===== src/rtl/dap_mem_ap.sv =====
// dap_mem_ap: debug memory access port bridging DP register accesses (CSW/TAR/DRW/BASE) to a bus master.
// Ports:
//   DCLK, APRESET          clock and asynchronous active-high reset
//   DEVICEEN               debug enable from the system
//   DPREQ/DPWRITE/DPADDR/DPWDATA -> DPACK/DPRDATA/DPERR   register access handshake
//   BASEADDR               ROM table base, returned on BASE reads
//   SLVADDR/SLVWDATA/SLVTRANS/SLVWRITE/SLVSIZE -> SLVRDATA/SLVREADY/SLVRESP   bus master side
// Optional feature: define DAP_MEM_AP_TIMEOUT_EN to abort a data phase after TIMEOUT cycles without SLVREADY.
module dap_mem_ap #(
   parameter int ADDR_W  = 32,
   parameter int TIMEOUT = 255
) (
   input  logic              DCLK,
   input  logic              APRESET,
   input  logic              DEVICEEN,
   input  logic              DPREQ,
   input  logic              DPWRITE,
   input  logic [1:0]        DPADDR,
   input  logic [31:0]       DPWDATA,
   output logic              DPACK,
   output logic [31:0]       DPRDATA,
   output logic              DPERR,
   input  logic [31:0]       BASEADDR,
   output logic [ADDR_W-1:0] SLVADDR,
   output logic [31:0]       SLVWDATA,
   output logic [1:0]        SLVTRANS,
   output logic              SLVWRITE,
   output logic [1:0]        SLVSIZE,
   input  logic [31:0]       SLVRDATA,
   input  logic              SLVREADY,
   input  logic              SLVRESP
);
   typedef enum logic [1:0] {IDLE, ADDR, DATA, RESP} state_t;
   state_t state, next;
   logic [1:0] size, addrinc;
   logic sticky, acc, drw, drw_ok, to, done;
   logic [ADDR_W-1:0] tar;
   logic [31:0] csw, rd_mux;
   logic [9:0] inc;
   // DPACK in the accept condition stops a still-held DPREQ from being taken twice
   assign acc    = state == IDLE && DPREQ && !DPACK;
   assign drw    = DPADDR == 2'd2;
   assign drw_ok = DEVICEEN && !sticky && size != 2'b11;
   assign done   = SLVREADY || to;
   assign csw    = {23'd0, sticky, state != IDLE, DEVICEEN, addrinc, 2'b00, size};
   assign inc    = SLVSIZE == 2'b00 ? 10'd1 : SLVSIZE == 2'b01 ? 10'd2 : 10'd4;
   assign rd_mux = DPADDR == 2'd0 ? csw : DPADDR == 2'd1 ? 32'(tar) : DPADDR == 2'd3 ? BASEADDR : 32'd0;
`ifdef DAP_MEM_AP_TIMEOUT_EN
   localparam int CW = $clog2(TIMEOUT + 1);
   logic [CW-1:0] cnt;
   always_ff @(posedge DCLK or posedge APRESET)
      if (APRESET) cnt <= '0;
      else if (state == ADDR) cnt <= '0;
      else if (state == DATA && !SLVREADY) cnt <= cnt + 1'b1;
   // fires on the TIMEOUT-th consecutive not-ready data cycle
   assign to = state == DATA && !SLVREADY && cnt == CW'(TIMEOUT - 1);
`else
   assign to = 1'b0;
`endif
   always_ff @(posedge DCLK or posedge APRESET)
      if (APRESET) state <= IDLE;
      else state <= next;
   always_comb begin
      next = state;
      case (state)
         IDLE: next = acc && drw && drw_ok ? ADDR : IDLE;
         ADDR: next = DATA;
         DATA: next = done ? RESP : DATA;
         RESP: next = IDLE;
      endcase
   end
   always_comb SLVTRANS = state == ADDR ? 2'b10 : 2'b00;
   always_ff @(posedge DCLK or posedge APRESET)
      if (APRESET) begin
         tar      <= '0;
         size     <= 2'b10;
         addrinc  <= 2'b00;
         sticky   <= 1'b0;
         DPACK    <= 1'b0;
         DPERR    <= 1'b0;
         DPRDATA  <= '0;
         SLVADDR  <= '0;
         SLVWDATA <= '0;
         SLVWRITE <= 1'b0;
         SLVSIZE  <= 2'b10;
      end else begin
         DPACK <= 1'b0;
         if (acc) begin
            DPERR <= 1'b0;
            if (drw && drw_ok) begin
               SLVADDR  <= tar;
               SLVSIZE  <= size;
               SLVWRITE <= DPWRITE;
               SLVWDATA <= DPWDATA;
            end else begin
               // register accesses and refused DRW accesses complete locally
               DPACK <= 1'b1;
               DPERR <= drw;
               if (!DPWRITE && !drw) DPRDATA <= rd_mux;
               if (DPWRITE && DPADDR == 2'd0) begin
                  size    <= DPWDATA[1:0];
                  addrinc <= DPWDATA[5:4];
                  if (DPWDATA[8]) sticky <= 1'b0;
               end
               if (DPWRITE && DPADDR == 2'd1) tar <= DPWDATA[ADDR_W-1:0];
            end
         end
         if (state == DATA && done) begin
            DPERR <= to || SLVRESP;
            if (to || SLVRESP) sticky <= 1'b1;
            else if (addrinc == 2'b01) tar <= {tar[ADDR_W-1:10], tar[9:0] + inc};
            if (SLVREADY && !SLVWRITE) DPRDATA <= SLVRDATA;
         end
         if (state == RESP) DPACK <= 1'b1;
      end
endmodule


===== config.mk =====
export PLATFORM = sky130hd
export DESIGN_NAME = dap_mem_ap
export DESIGN_NICKNAME = d
export VERILOG_FILES = /design/src/rtl/dap_mem_ap.sv
export SDC_FILE = /design/constraint.sdc
export NUM_CORES = 1
export LEC_CHECK = 0
export CORE_MARGIN = 1
export CORE_UTILIZATION = 40
export DETAILED_ROUTE_END_ITERATION = 8
export HOLD_SLACK_MARGIN = 0.15
export PLACE_DENSITY_LB_ADDON = 0.05
export SLEW_MARGIN = 20
export SYNTH_ARGS = -nofsm -noshare
export SYNTH_HDL_FRONTEND = slang
export SYNTH_SLANG_ARGS = --single-unit

===== constraint.sdc =====
create_clock -name DCLK -period 4.9 [get_ports DCLK]
set_input_delay 0.98 -clock DCLK [delete_from_list [all_inputs] [get_ports DCLK]]
set_output_delay 0.98 -clock DCLK [all_outputs]
set_load 0.005 [all_outputs]

==> results.ini, run 1 <==
[status]
outcome=finished, final reports clean

[critical_path]
path_cells=clkdlybuf4s50_1, nor2b_1, and3_4, nand2b_2, o221a_2
r2r-start=state[0]
crit_path_top_delay_cell=clkdlybuf4s50_1
crit_required_ns=5.20
startpoint=DPWRITE
critPathTopFamily=simple AND/OR/NAND/NOR gates
worstPathBufferInverterCount=1
cp.arrival_ns=3.46
cp_max_fo=25
critPathKind=in -> reg
cp-start-kind=input port
end_kind=flip-flop
critPathMaxStageDelay_ns=0.92

[synth]
synth.most_common_cell=dfrtp_1
synth_seq_area_share=0.5293
syn_area_per_cell_um2=12.33
syn_inst=537
synth_top_flop_cell=dfrtp_1
synth_top_area_cell=dfrtp_1
synth_edf_count=0
ys_warn_count=0
synth_common_cells=dfrtp_1 (138), mux2_2 (77), a21oi_1 (52)
async_flop_share=1.000
synth_top_area_share=0.5213
syn_area_um2=6624
ys_ff_latch=140
synth_cell_type_count=47
synth.area.top_cells=dfrtp_1 (52%), mux2_2 (13%), mux2i_1 (5.9%)
synthesis.nets=650

[final_layout]
final_area_um2=9375
diodes=0
fin_cells=960
area_growth_pct=41.54
fin_util=0.5859
fill_cells=1405
nets=844
drive_above_1_share=0.2016

[global_route]
grt_first_pass_wirelength_um=28680
grt_usage=0.2265
grt_pass1_vias=5294
overflow=0
grt_max_degree=96
antenna_found_initial=0

[timing]
slew_viol_final=0
setup_ws_ns=1.738
setup_viol=0
fin_crit_sh=0.6452
worst_pin_slew_ns=0.9271
holdWs_ns=0.4942
rsz0062_at_grt=false
hold_violations=0
fmax_ghz=0.3163
skew_ns=0.009770
finalWorstPathRequiredPeriod_ns=3.162
fin_tns_setup_ns=0
slew_headroom=0.3819

[hold_path]
hp-class=reg -> reg
hp-start=SLVWDATA[5]

[placement]
place_inst=928
port_buffers=206
gp_congestion=0.8592
placed_cell_area_um2=8797
place_worst_setup_slack_ns=1.310
dp_hpwl_um=12670

[cts]
cts_max_level=4
cts_hold_buffers=0
numCtsBuffers=17
clock_path_buffers=2
clock_sinks=140
root_buffer=clkbuf_16
path_clk_slew_ns=0.06
cts_tree=yes
ctsResizeCount=0
clock_latency_ns=0.42
cts_setup_buffers=0

[floorplan]
start_util=0.4140
fp.dieW_um=130.7
dieArea_um2=17080
fp.coreArea_um2=16000
core.rowCount=46
dieHeight_um=130.7
io_pins=208

[power_and_ir_drop]
ir_drop_v=0.0002330
total_power_mw=5.213
powerDensity_nw_per_um2=556.0
p_leak_nw=4.106

[route]
routedWlPerCell_um=18.91
drc=0
vias_per_cell=5.232
postRouteAntennaNets=0
num_vias=5023
drtIter0Drc=171
routed_wirelength_um=18150
firstDrtPassIters=4

[job]
maxCapViolCount=0

==> sequential cells by signal (all words and copies together) (netlist names) <==
name / cells
tar: 32
sticky: 1
addrinc: 2
SLVWRITE: 1
SLVADDR: 32
DPERR: 1
DPRDATA: 32
state: 2
SLVSIZE: 2
size: 2
SLVWDATA: 32
DPACK: 1
==> report_power, final <==
group	internal, mW	switching [mW]
Sequential	1.68	0.362
Clock	0.752	0.506
Combinational	1.20	0.718
==> cells in the final DEF, fill, tap and decap left out, types with 7 or more instances in the layout <==
cell	instances
mux2i_1	39
mux2_2	77
nor2_1	36
dfrtp_1	138
buf_4	9
nor4b_1	25
nand2_1	15
clkbuf_16	17
a311oi_1	7
nand3_1	7
clkdlybuf4s50_1	204
inv_1	11
a21oi_1	52
mux2_4	17
ha_1	7
o21ai_0	13
==> final timing paths <==
check | endpoint | slack, ns | cells after the start
hold / removal | SLVWDATA[5] | 0.49 | 1
setup reg to reg | tar[31] | 2.17 | 7
max in group asynchronous | tar[15] | 2.88 | 3
setup / recovery | tar[3] | 1.74 | 5
hold reg to reg | SLVWDATA[5] | 0.49 | 1
min in group asynchronous | SLVWDATA[29] | 1.12 | 2
==> area by class of cell <==
class | count | area [µm²] | share of cell area
Clock buffer | 19 | 432.9 | 0.04618
Multi-Input combinational cell | 345 | 2854 | 0.3044
Inverter | 12 | 50.05 | 0.005338
Sequential cell | 140 | 3506 | 0.3739
Clock inverter | 13 | 142.6 | 0.01521
Timing Repair Buffer | 215 | 2120 | 0.2261
Tap cell | 216 | 270.3 | 0.02883
==> logic make-up after synthesis <==
group | after synthesis | synth area share
flip-flops | 140 | 0.5293
AO/OA/AOI/OAI | 92 | 0.08330
other | 1 | 0.0005661
AND/OR/NAND/NOR | 109 | 0.09634
buffers and inverters | 52 | 0.04250
adder cells (fa/ha/maj) | 8 | 0.01624
multiplexers | 135 | 0.2318
==> worst reg2reg max path, cell delays in order, from the launching register on <==
cell and delay [ns]:
dfrtp_1 0.40, inv_1 0.09, ha_1 0.19, nand2_1 0.17, nor4b_4 0.24, buf_4 0.31, nand2b_2 0.80, mux2_2 0.42
==> per-layer routing <==
| layer | part of all wire | up-vias | GRT usage | routed length (µm) |
|---|---|---|---|---|
| met5 | 0 | - | 0 | 0 |
| met4 | 0.019 | 0 | 0.08993 | 346 |
| met3 | 0.082 | 28 | 0.07370 | 1490 |
| met2 | 0.47 | 180 | 0.3582 | 8509 |
| met1 | 0.43 | 2488 | 0.2875 | 7808 |
| li1 | - | 2327 | - | - |
No activity file was read; power rests on OpenSTA's default activity.
==> inputs of run 2 (changes only) <==
clock period = 3.1 ns   (was 4.9 ns; I/O delays follow)
==> results.ini, run 2 (synthesized netlist as in run 1, its figures left out) <==
[status]
outcome=finished, final reports clean

[route]
routedWlPerCell_um=18.40
wl_met1_um=7541
routed_wirelength_um=17760
drc=0
top_layer=met4
drtIter0Drc=291
num_vias=5028
wl_met3_um=1391
vias_per_cell=5.210
postRouteAntennaNets=0
wl_met2_um=8600
firstDrtPassIters=5

[final_layout]
seq_area_um2=3506
multi_input_area_um2=2851
fill_cells=1390
diodes=0
layout_commonest_cell=clkdlybuf4s50_1
drive_above_1_share=0.2083
final_cell_mix=clkdlybuf4s50_1 (204), dfrtp_1 (138), mux2_2 (77), a21oi_1 (52), mux2i_1 (39)
nets=849
area_growth_pct=43.14

[cts]
cts_tree=yes
clock_sinks=140
root_buffer=clkbuf_16
cts_setup_buffers=0
cts_max_level=4
clock_path_buffers=2
path_clk_slew_ns=0.06
ctsResizeCount=0
clock_latency_ns=0.42
cts_hold_buffers=0
numCtsBuffers=17

[floorplan]
dieArea_um2=17080
fp.dieW_um=130.7
dieHeight_um=130.7
io_pins=208
core.rowCount=46
fp.coreArea_um2=16000
start_util=0.4140

[power_and_ir_drop]
switching_power_mw=2.481
powerDensity_nw_per_um2=878.4
p_leak_nw=4.156
seq_power_share=0.386
p_clk_frac=0.250
p_int_mw=5.847
ir_drop_v=0.0004293
swShare=0.2979
pwr-share-comb=0.363

[critical_path]
critPathKind=reg -> reg
crit_required_ns=3.40
critPathTopFamily=compound AO/OA/AOI/OAI gates
worstPathBufferInverterCount=1
cp-start-kind=flip-flop
crit_path_top_delay_cell=dfstp_2
cp.arrival_ns=2.64
critPathMaxStageDelay_ns=0.57
end_kind=flip-flop
path_cells=nand2b_1, inv_1, ha_1, a211oi_1, nor2_1, mux2_2, o221a_2
cp_max_fo=5

[timing]
worst_pin_slew_ns=0.7715
slew_headroom=0.4857
fin_crit_sh=0.7541
slew_viol_final=0
skew_ns=0.009724
fmax_ghz=0.4278
hold_violations=0
finalWorstPathRequiredPeriod_ns=2.338
fin_tns_setup_ns=0
rsz0062_at_grt=false
setup_viol=0
holdWs_ns=0.4265

[job]
maxCapViolCount=0

[placement]
gp_congestion=0.8174
port_buffers=206
dp_hpwl_um=12160

[global_route]
grt_max_degree=140
overflow=0
grt_usage=0.2161
antenna_found_initial=0
grt_first_pass_wirelength_um=27560
grt_pass1_vias=5107

[hold_path]
hp-class=in -> async

==> run 2: cell types whose count changed in the layout (fill, tap and decap cells not counted), moves of 2 or more <==
cell,previous run,this run
buf_12,0,3
buf_4,9,11
clkinv_4,1,3
inv_6,4,1
==> run 2: per-layer routing <==
layer | vias to the layer above | global-route usage
li1 | 2339 | -
met1 | 2499 | 0.2735
met2 | 175 | 0.3473
met3 | 15 | 0.07003
met4 | 0 | 0.07640
met5 | - | 0
==> run 2: layout make-up <==
class	count	area share
sequential	140	0.3698
multi-input combinational	345	0.3007
timing repair buffer	220	0.2315
clock buffer	19	0.04671
tap	216	0.02850
clock inverter	13	0.01768
inverter	12	0.005146
==> run 2: power by group through the flow <==
| stage | combinational [mW] | sequential, mW | clock, mW |
|---|---|---|---|
| global placement | 3.00 | 3.20 | 0 |
| detailed placement | 3.04 | 3.24 | 0 |
| floorplan | 1.39 | 3.16 | 0 |
| finish | 3.03 | 3.22 | 2.09 |
| CTS | 3.06 | 3.22 | 2.14 |
| global route | 3.32 | 3.32 | 2.22 |
==> run 2: final timing paths <==
| check | from | slack, ns | to | depth (start not counted) |
|---|---|---|---|---|
| max | SLVSIZE[1] | 0.76 | tar[3] | 7 |
| min | APRESET | 0.43 | SLVWDATA[28] | 2 |
| max reg2reg | SLVSIZE[1] | 0.76 | tar[3] | 7 |
| min reg2reg | SLVWDATA[5] | 0.50 | SLVWDATA[5] | 1 |
| max in group asynchronous | APRESET | 1.72 | tar[12] | 3 |
| min in group DCLK | SLVWDATA[5] | 0.50 | SLVWDATA[5] | 1 |
==> run 2: through the flow <==
stage	instance area (µm²)	std cells	util	power [mW]	worst slack, ns
finish	9482	965	0.5926	8.329	0.7624
global placement	8871	933	0.5544	6.204	0.5387
detailed placement	8871	933	0.5544	6.285	0.4938
global route	9482	965	0.5926	8.864	0.6581
floorplan	6628	537	-	4.550	0.7325
CTS	9482	965	0.5926	8.423	0.7682
